**src/rtl/pipe_pkg.sv**
```systemverilog
// Shared definitions for the MIPS pipeline inter-stage registers.
// Holds the stage FSM encoding, per-stage payload widths, packed control
// groups (EX/M/WB) and the NOP control constants that make a bubble inert.
package pipe_pkg;

    typedef enum logic [1:0] {
        EMPTY = 2'd0,
        ONE   = 2'd1,
        TWO   = 2'd2
    } pipe_state_e;

    // Per-stage payload widths used when instantiating pipe_stage_elastic.
    localparam int IFID_DATA_W  = 64;   // pc + instruction
    localparam int IFID_CTRL_W  = 1;
    localparam int IDEX_DATA_W  = 128;  // pc, rs/rt values, imm, reg indices
    localparam int IDEX_CTRL_W  = 24;
    localparam int EXMEM_DATA_W = 96;
    localparam int EXMEM_CTRL_W = 16;
    localparam int MEMWB_DATA_W = 80;
    localparam int MEMWB_CTRL_W = 8;

    typedef struct packed {
        logic [3:0] alu_op;
        logic       alu_src;
        logic       reg_dst;
        logic       branch;
        logic       jump;
    } ex_ctrl_t;

    typedef struct packed {
        logic       mem_rd;
        logic       mem_wr;
        logic [1:0] size;
        logic       sign_ext;
        logic [2:0] rsvd;
    } mem_ctrl_t;

    typedef struct packed {
        logic       reg_wr;
        logic       mem_to_reg;
        logic       link;
        logic [4:0] rsvd;
    } wb_ctrl_t;

    typedef struct packed {
        ex_ctrl_t  ex;
        mem_ctrl_t mem;
        wb_ctrl_t  wb;
    } idex_ctrl_t;

    typedef struct packed {
        mem_ctrl_t mem;
        wb_ctrl_t  wb;
    } exmem_ctrl_t;

    // All-zero control never writes registers or memory.
    localparam ex_ctrl_t    EX_CTRL_NOP    = '0;
    localparam mem_ctrl_t   MEM_CTRL_NOP   = '0;
    localparam wb_ctrl_t    WB_CTRL_NOP    = '0;
    localparam idex_ctrl_t  IDEX_CTRL_NOP  = '{EX_CTRL_NOP, MEM_CTRL_NOP, WB_CTRL_NOP};
    localparam exmem_ctrl_t EXMEM_CTRL_NOP = '{MEM_CTRL_NOP, WB_CTRL_NOP};

endpackage

```
**src/rtl/pipe_stat_counter.sv**
```systemverilog
// Saturating event counter.
// Ports: i_clk, i_reset_n (async, active low), i_en (count this cycle),
//        o_cnt (current value, sticks at all-ones).
module pipe_stat_counter #(
    parameter int W = 32
) (
    input  logic         i_clk,
    input  logic         i_reset_n,
    input  logic         i_en,
    output logic [W-1:0] o_cnt
);

    logic [W-1:0] r_cnt;

    always_ff @(posedge i_clk or negedge i_reset_n) begin
        if (!i_reset_n)
            r_cnt <= '0;
        else if (i_en && (r_cnt != {W{1'b1}}))
            r_cnt <= r_cnt + 1'b1;
    end

    assign o_cnt = r_cnt;

endmodule

```
**src/rtl/pipe_stage_elastic.sv**
```systemverilog
// Elastic inter-stage pipeline register with a 2-entry skid buffer.
// Optional statistics counters are built when PIPE_STAGE_STATS_EN is defined.
// Ports:
//   i_clk, i_reset_n (async, active low), i_flush (sync, discards everything)
//   upstream:   i_valid, o_ready (registered), i_data, i_ctrl
//   downstream: o_valid, i_ready, o_data, o_ctrl (CTRL_NOP when empty)
//   stats:      o_stall_cnt, o_flush_cnt (PIPE_STAGE_STATS_EN only)
// All outputs come straight from registers; no input reaches an output
// combinationally.
module pipe_stage_elastic
    import pipe_pkg::*;
#(
    parameter int                DATA_W   = 128,
    parameter int                CTRL_W   = 24,
    parameter logic [CTRL_W-1:0] CTRL_NOP = {CTRL_W{1'b0}},
    parameter int                STAT_W   = 32
) (
    input  logic              i_clk,
    input  logic              i_reset_n,
    input  logic              i_flush,
    input  logic              i_valid,
    output logic              o_ready,
    input  logic [DATA_W-1:0] i_data,
    input  logic [CTRL_W-1:0] i_ctrl,
    output logic              o_valid,
    input  logic              i_ready,
    output logic [DATA_W-1:0] o_data,
    output logic [CTRL_W-1:0] o_ctrl
`ifdef PIPE_STAGE_STATS_EN
    ,
    output logic [STAT_W-1:0] o_stall_cnt,
    output logic [STAT_W-1:0] o_flush_cnt
`endif
);

    pipe_state_e       r_state, w_state_nxt;
    logic              r_ready;
    logic [DATA_W-1:0] r_main_data, r_skid_data;
    logic [CTRL_W-1:0] r_main_ctrl, r_skid_ctrl;

    logic w_in_fire, w_out_fire;
    logic w_main_from_in, w_main_from_skid, w_skid_from_in;

    assign w_in_fire  = i_valid & r_ready;
    assign w_out_fire = (r_state != EMPTY) & i_ready;

    always_comb begin
        w_state_nxt      = r_state;
        w_main_from_in   = 1'b0;
        w_main_from_skid = 1'b0;
        w_skid_from_in   = 1'b0;
        if (i_flush) begin
            // Flush wins over any transfer; an accepted input is dropped too.
            w_state_nxt = EMPTY;
        end else begin
            case (r_state)
                EMPTY: begin
                    if (w_in_fire) begin
                        w_state_nxt    = ONE;
                        w_main_from_in = 1'b1;
                    end
                end
                ONE: begin
                    if (w_in_fire && w_out_fire) begin
                        w_main_from_in = 1'b1;
                    end else if (w_in_fire) begin
                        w_state_nxt    = TWO;
                        w_skid_from_in = 1'b1;
                    end else if (w_out_fire) begin
                        w_state_nxt    = EMPTY;
                    end
                end
                TWO: begin
                    // r_ready is low here, so no input can arrive.
                    if (w_out_fire) begin
                        w_state_nxt      = ONE;
                        w_main_from_skid = 1'b1;
                    end
                end
                default: w_state_nxt = EMPTY;
            endcase
        end
    end

    always_ff @(posedge i_clk or negedge i_reset_n) begin
        if (!i_reset_n) begin
            r_state <= EMPTY;
            r_ready <= 1'b1;
        end else begin
            r_state <= w_state_nxt;
            // Registered ready: low exactly while both entries are occupied.
            r_ready <= (w_state_nxt != TWO);
        end
    end

    always_ff @(posedge i_clk or negedge i_reset_n) begin
        if (!i_reset_n) begin
            r_main_data <= '0;
            r_main_ctrl <= CTRL_NOP;
            r_skid_data <= '0;
            r_skid_ctrl <= CTRL_NOP;
        end else begin
            if (w_main_from_in) begin
                r_main_data <= i_data;
                r_main_ctrl <= i_ctrl;
            end else if (w_main_from_skid) begin
                r_main_data <= r_skid_data;
                r_main_ctrl <= r_skid_ctrl;
            end
            if (w_skid_from_in) begin
                r_skid_data <= i_data;
                r_skid_ctrl <= i_ctrl;
            end
        end
    end

    assign o_ready = r_ready;
    assign o_valid = (r_state != EMPTY);
    assign o_data  = r_main_data;
    // Empty stage presents a NOP so a stale payload can never act downstream.
    assign o_ctrl  = (r_state == EMPTY) ? CTRL_NOP : r_main_ctrl;

`ifdef PIPE_STAGE_STATS_EN
    logic w_stall, w_flush_drop;

    assign w_stall = o_valid & ~i_ready;
    // A flush "discards" something when the skid entry is lost, the main
    // entry is lost (not delivered this cycle), or an accepted input is lost.
    assign w_flush_drop = i_flush & ((r_state == TWO)
                                   | ((r_state == ONE) & ~i_ready)
                                   | w_in_fire);

    pipe_stat_counter #(.W(STAT_W)) u_stall_cnt (
        .i_clk     (i_clk),
        .i_reset_n (i_reset_n),
        .i_en      (w_stall),
        .o_cnt     (o_stall_cnt)
    );

    pipe_stat_counter #(.W(STAT_W)) u_flush_cnt (
        .i_clk     (i_clk),
        .i_reset_n (i_reset_n),
        .i_en      (w_flush_drop),
        .o_cnt     (o_flush_cnt)
    );
`endif

endmodule
```
**config.mk**
```make
export PLATFORM = sky130hd
export DESIGN_NAME = pipe_stage_elastic
export DESIGN_NICKNAME = d
export VERILOG_FILES = /design/src/rtl/pipe_pkg.sv /design/src/rtl/pipe_stat_counter.sv /design/src/rtl/pipe_stage_elastic.sv
export SDC_FILE = /design/constraint.sdc
export NUM_CORES = 1
export LEC_CHECK = 0
export CAP_MARGIN = 40
export CORE_MARGIN = 2
export CORE_UTILIZATION = 51
export CTS_CLUSTER_DIAMETER = 150
export DETAILED_ROUTE_END_ITERATION = 8
export PLACE_DENSITY = 0.81
export RECOVER_POWER = 50
export SYNTH_ARGS = -nofsm -noshare
export SYNTH_HDL_FRONTEND = slang
export SYNTH_SLANG_ARGS = --single-unit
```
**constraint.sdc**
```tcl
create_clock -name i_clk -period 2.4 [get_ports i_clk]
set_clock_uncertainty 0.05 [all_clocks]
set_input_delay 0.72 -clock i_clk [delete_from_list [all_inputs] [get_ports i_clk]]
set_output_delay 0.72 -clock i_clk [all_outputs]
set_load 0.1 [all_outputs]
```
==> results.md <==
- The number of core rows is 59.
- Of the total power, the share spent switching nets is 0.462.
- The nature of the critical path startpoint is a flip-flop.
- The overall power after layout is 26,000 uW.
- The post-synthesis mux area share is 0.393.
- The kind of cell with the highest combined delay on the critical path is simple AND/OR/NAND/NOR gates.
- The compound-cell area share of the yosys netlist is 0.00304.
- The leakage power is 0.00864 uW.
- The share of post-route cells with drive strength above 1 is 0.588.
- The total power divided by cell area is 1400 nW/um^2.
- The number of cells traversed by the worst hold path is 1.
- The setup path with the least slack is of type flip-flop to flip-flop.
- The sum of negative setup slack is 0 ps.
- The clock transition at the register clock pins on the worst setup and hold paths after CTS is 60 ps.
- Hold timing on the final database bottoms out at a slack of 448 ps.
- The required time at the endpoint of the critical path is 2720 ps.
- The final number of max-transition violations is 0.
- Synthesis produced a netlist whose cell count is roughly 860.
- In this run the worst path has a maximum fanout of 13.
- The final layout contains routed wiring with a total length of 32.2 mm.
- The placer congestion estimate is 0.744.
- Setup repair after global routing left no endpoint under its margin.
- The maximum cell stage delay along the critical path is around 670 ps.
- The via count of the first global-routing pass is slightly below 9,000.
- The number of synthesized register bits is 307.
- The iteration-0 DRC count of the detailed router is 290.
- Counting both buffers and inverters, the worst setup path holds a total of 1.
- The clock reaches the later pin of the worst-skew pair after 500 ps.
- STA classifies the critical path endpoint as a flip-flop.
- Summed over all nets, the switching power comes to 12,000 uW.
- Compared with the post-synthesis result, the final layout area differs by 36.8%.
- Of the total synthesized cell area, the portion taken by AND, OR, NAND and NOR gates is 0.0165.
- The final antenna-violating net count is 0.
- The H-tree was split into 2 levels.
- The flow ran to the end, and the final reports show no timing, DRC or antenna violations.
- The number of synthesis warnings is 0.
- Of the available clock period, the critical path in the final layout requires 0.990.
- The detailed router placed about 8,400 vias in this run.
- The die is ~170 um tall.
- The width of the die is about 170 um.
- Walking the worst path, the cells encountered are nand2_4, or4_4, buf_16, mux2_4, mux2_2.
- The number of different library cells used by synthesis comes to 21.
- The post-layout instance area is 18,600 um^2.
- For the pin with the worst max-slew slack, the measured transition is 1440 ps.
- The overflow left after global routing is 0.
- Clock tree synthesis selected as its root buffer the cell clkbuf_16.
- For the worst setup path, the data arrival time is 2700 ps.
- During placement, the flow inserted port buffers numbering between 300 and 400.
- The aggregate global-route resource usage is 0.215.
- The HPWL after detailed placement is 20.3 mm.
- The slowest stage of the critical path belongs to the cell or4_4.
- In this run the tightest slew margin relative to its limit is 0.0407.
- IR analysis of the VDD net gives a maximum drop of 1.19 mV.
- The count of boundary I/O pins is just over 300.
- The clock drives 307 sinks.
- Of the total power, registers draw 0.308.
- The clock passes through at most 3 buffers.
- After clock tree synthesis, the flow added hold-fix buffers numbering 0.
- The floorplan step defined a die boundary enclosing around 28,000 um^2.
- Once placement finished, the instance area stood at 17,200 um^2.
- The placed instance count is 1,488.
- Of the total synthesized cell area, the portion taken by XOR and XNOR cells is 0.
- The final standard cell count with taps included and fillers excluded is 1,563.
- Dividing the detail-routed via count by the number of cells gives 5.34.
- The area share of fa/ha/maj cells after synthesis is 0.
- The number of antenna violations at the first check in global routing is 0.
- The number of buffers created by CTS is 34.
- The final count of hold timing violations is 0.
- The synthesized net count is 1,018.
- The tightest min-delay check is of the flip-flop to flip-flop type.
- The share of total power dissipated in combinational logic is 0.487.
- The final setup violation count is 0.
- The clock tree from TritonCTS is done.
- The internal cell power is 14,000 uW.
- The length in cells of the worst reg-to-reg path is 5.
- The most frequent standard cell in the layout excluding fill and tap cells is mux2_2.
- The area of the core is roughly 26,000 um^2.
- Leaving out fill and tap cells, the most frequent cells in the layout are mux2_2 (396), dfrtp_1 (305), clkdlybuf4s50_1 (153).
- Across the run, the number of max-cap violations was 0.
- The final layout contains roughly 1,400 nets.
- The combined area of all synthesized cells is 13,600 um^2.
- The repair_antennas step left the layout with diodes totalling 0.
- Static timing analysis puts the maximum clock frequency at 421 MHz.
- The share of total power dissipated in the clock network is 0.205.
- The global-route wire length before repair is 48.3 mm.
- The sequential share of the synthesized area is 0.566.
- Dividing the detail-routed wire length by the instance count gives 20.6 um.
- Entering global routing, the biggest net connects 61 pins.
- The combinational family with the most area after synthesis is multiplexers.
- The initial standard-cell utilization of the core is 0.521.
- In the routed design, unresolved DRC markers number 0.
- A synthesized cell averages 15.8 um^2.
- The number of logic stages on the critical path including buffering is 5.
- The iteration count of the initial detailed-routing pass is 4.
- The smallest clock period supported by the final layout is computed as 2380 ps.
-- per-layer routing --
metal,GRT usage,vias up,share of wire
li1,-,3778,-
met4,0.0622,0,0.025
met1,0.275,4290,0.42
met2,0.361,235,0.50
met5,0,-,0
met3,0.0596,49,0.063
-- area by class of cell --
type                            instances  area, um^2
Sequential cell                       307        7690
Fill cell                            1780        7500
Multi-Input combinational cell        502        5670
Timing Repair Buffer                  358        3610
Clock buffer                           55        1090
Tap cell                              335         419
Clock inverter                          4        70.1
Inverter                                2        7.51
-- cells by family (layout without fill, tap and decap cells) --
family | count (synthesis) | in the layout
muxes | 455 | 455
and+or+nand+nor | 39 | 41
DFF | 307 | 307
buffers and inverters | 54 | 419
AOI/OAI and AO/OA | 6 | 6
-- final timing paths --
| kind | from | endpoint | slack, ps |
|---|---|---|---|
| worst max-delay path | o_ready$_DFF_PN1_ | o_data[69]$_DFFE_PN0P_ | 20 |
| worst min-delay path | r_main_ctrl[5]$_DFFE_PN0P_ | r_main_ctrl[5]$_DFFE_PN0P_ | 450 |
| worst max register to register | o_ready$_DFF_PN1_ | o_data[69]$_DFFE_PN0P_ | 20 |
| worst min register to register | r_main_ctrl[5]$_DFFE_PN0P_ | r_main_ctrl[5]$_DFFE_PN0P_ | 450 |
| max in group asynchronous | i_reset_n | o_data[20]$_DFFE_PN0P_ | 390 |
| min in group asynchronous | i_reset_n | r_skid_data[56]$_DFFE_PN0P_ | 510 |
-- flip-flops by register name, indices dropped and copies added, names as in the netlist --
register / count
o_ready: 1
r_skid_ctrl: 24
r_skid_data: 128
r_state: 2
o_data: 128
r_main_ctrl: 24
-- synthesized netlist by cell type --
cell	number	area (um^2)
dfrtp_1	306	7660
or4_1	1	7.51
clkbuf_1	24	90.1
dfstp_2	1	26.3
a21oi_1	2	10.0
nand2_1	3	11.3
and3_1	1	6.26
o21bai_1	1	7.51
o21a_1	2	15.0
inv_1	2	7.51
mux2i_1	3	30.0
and3b_1	1	8.76
nor3_1	1	5.00
mux2_2	396	4460
nor2_1	6	22.5
buf_2	20	100
o22a_1	1	8.76
buf_6	8	90.1
mux2_4	56	841
nand4_1	1	6.26
nor2b_1	25	156
-- power groups by stage --
stage	logic [uW]	clock network, uW	registers (uW)
5_1_grt	13100	5680	8260
3_5_place_dp	12900	0	8090
2_1_floorplan	3310	0	14500
3_3_place_gp	12800	0	8000
4_1_cts	13000	5450	8030
6_report	12700	5330	8030
-- stage by stage --
| step | util | setup slack [ps] |
|---|---|---|
| finish | 0.712 | 24.3 |
| global placement | 0.662 | -515 |
| detailed placement | 0.662 | -543 |
| CTS | 0.709 | -7.28 |
| global route | 0.712 | 5.13 |
| floorplan | - | -449 |
-- repair_timing --
action,4_1_cts,5_1_grt
setup endpoints to repair,39,84
resized for setup,13,12
cloned,1,12
pin swaps,0,2
buffers inserted,2,1
Power figures use the tool's default switching activity.
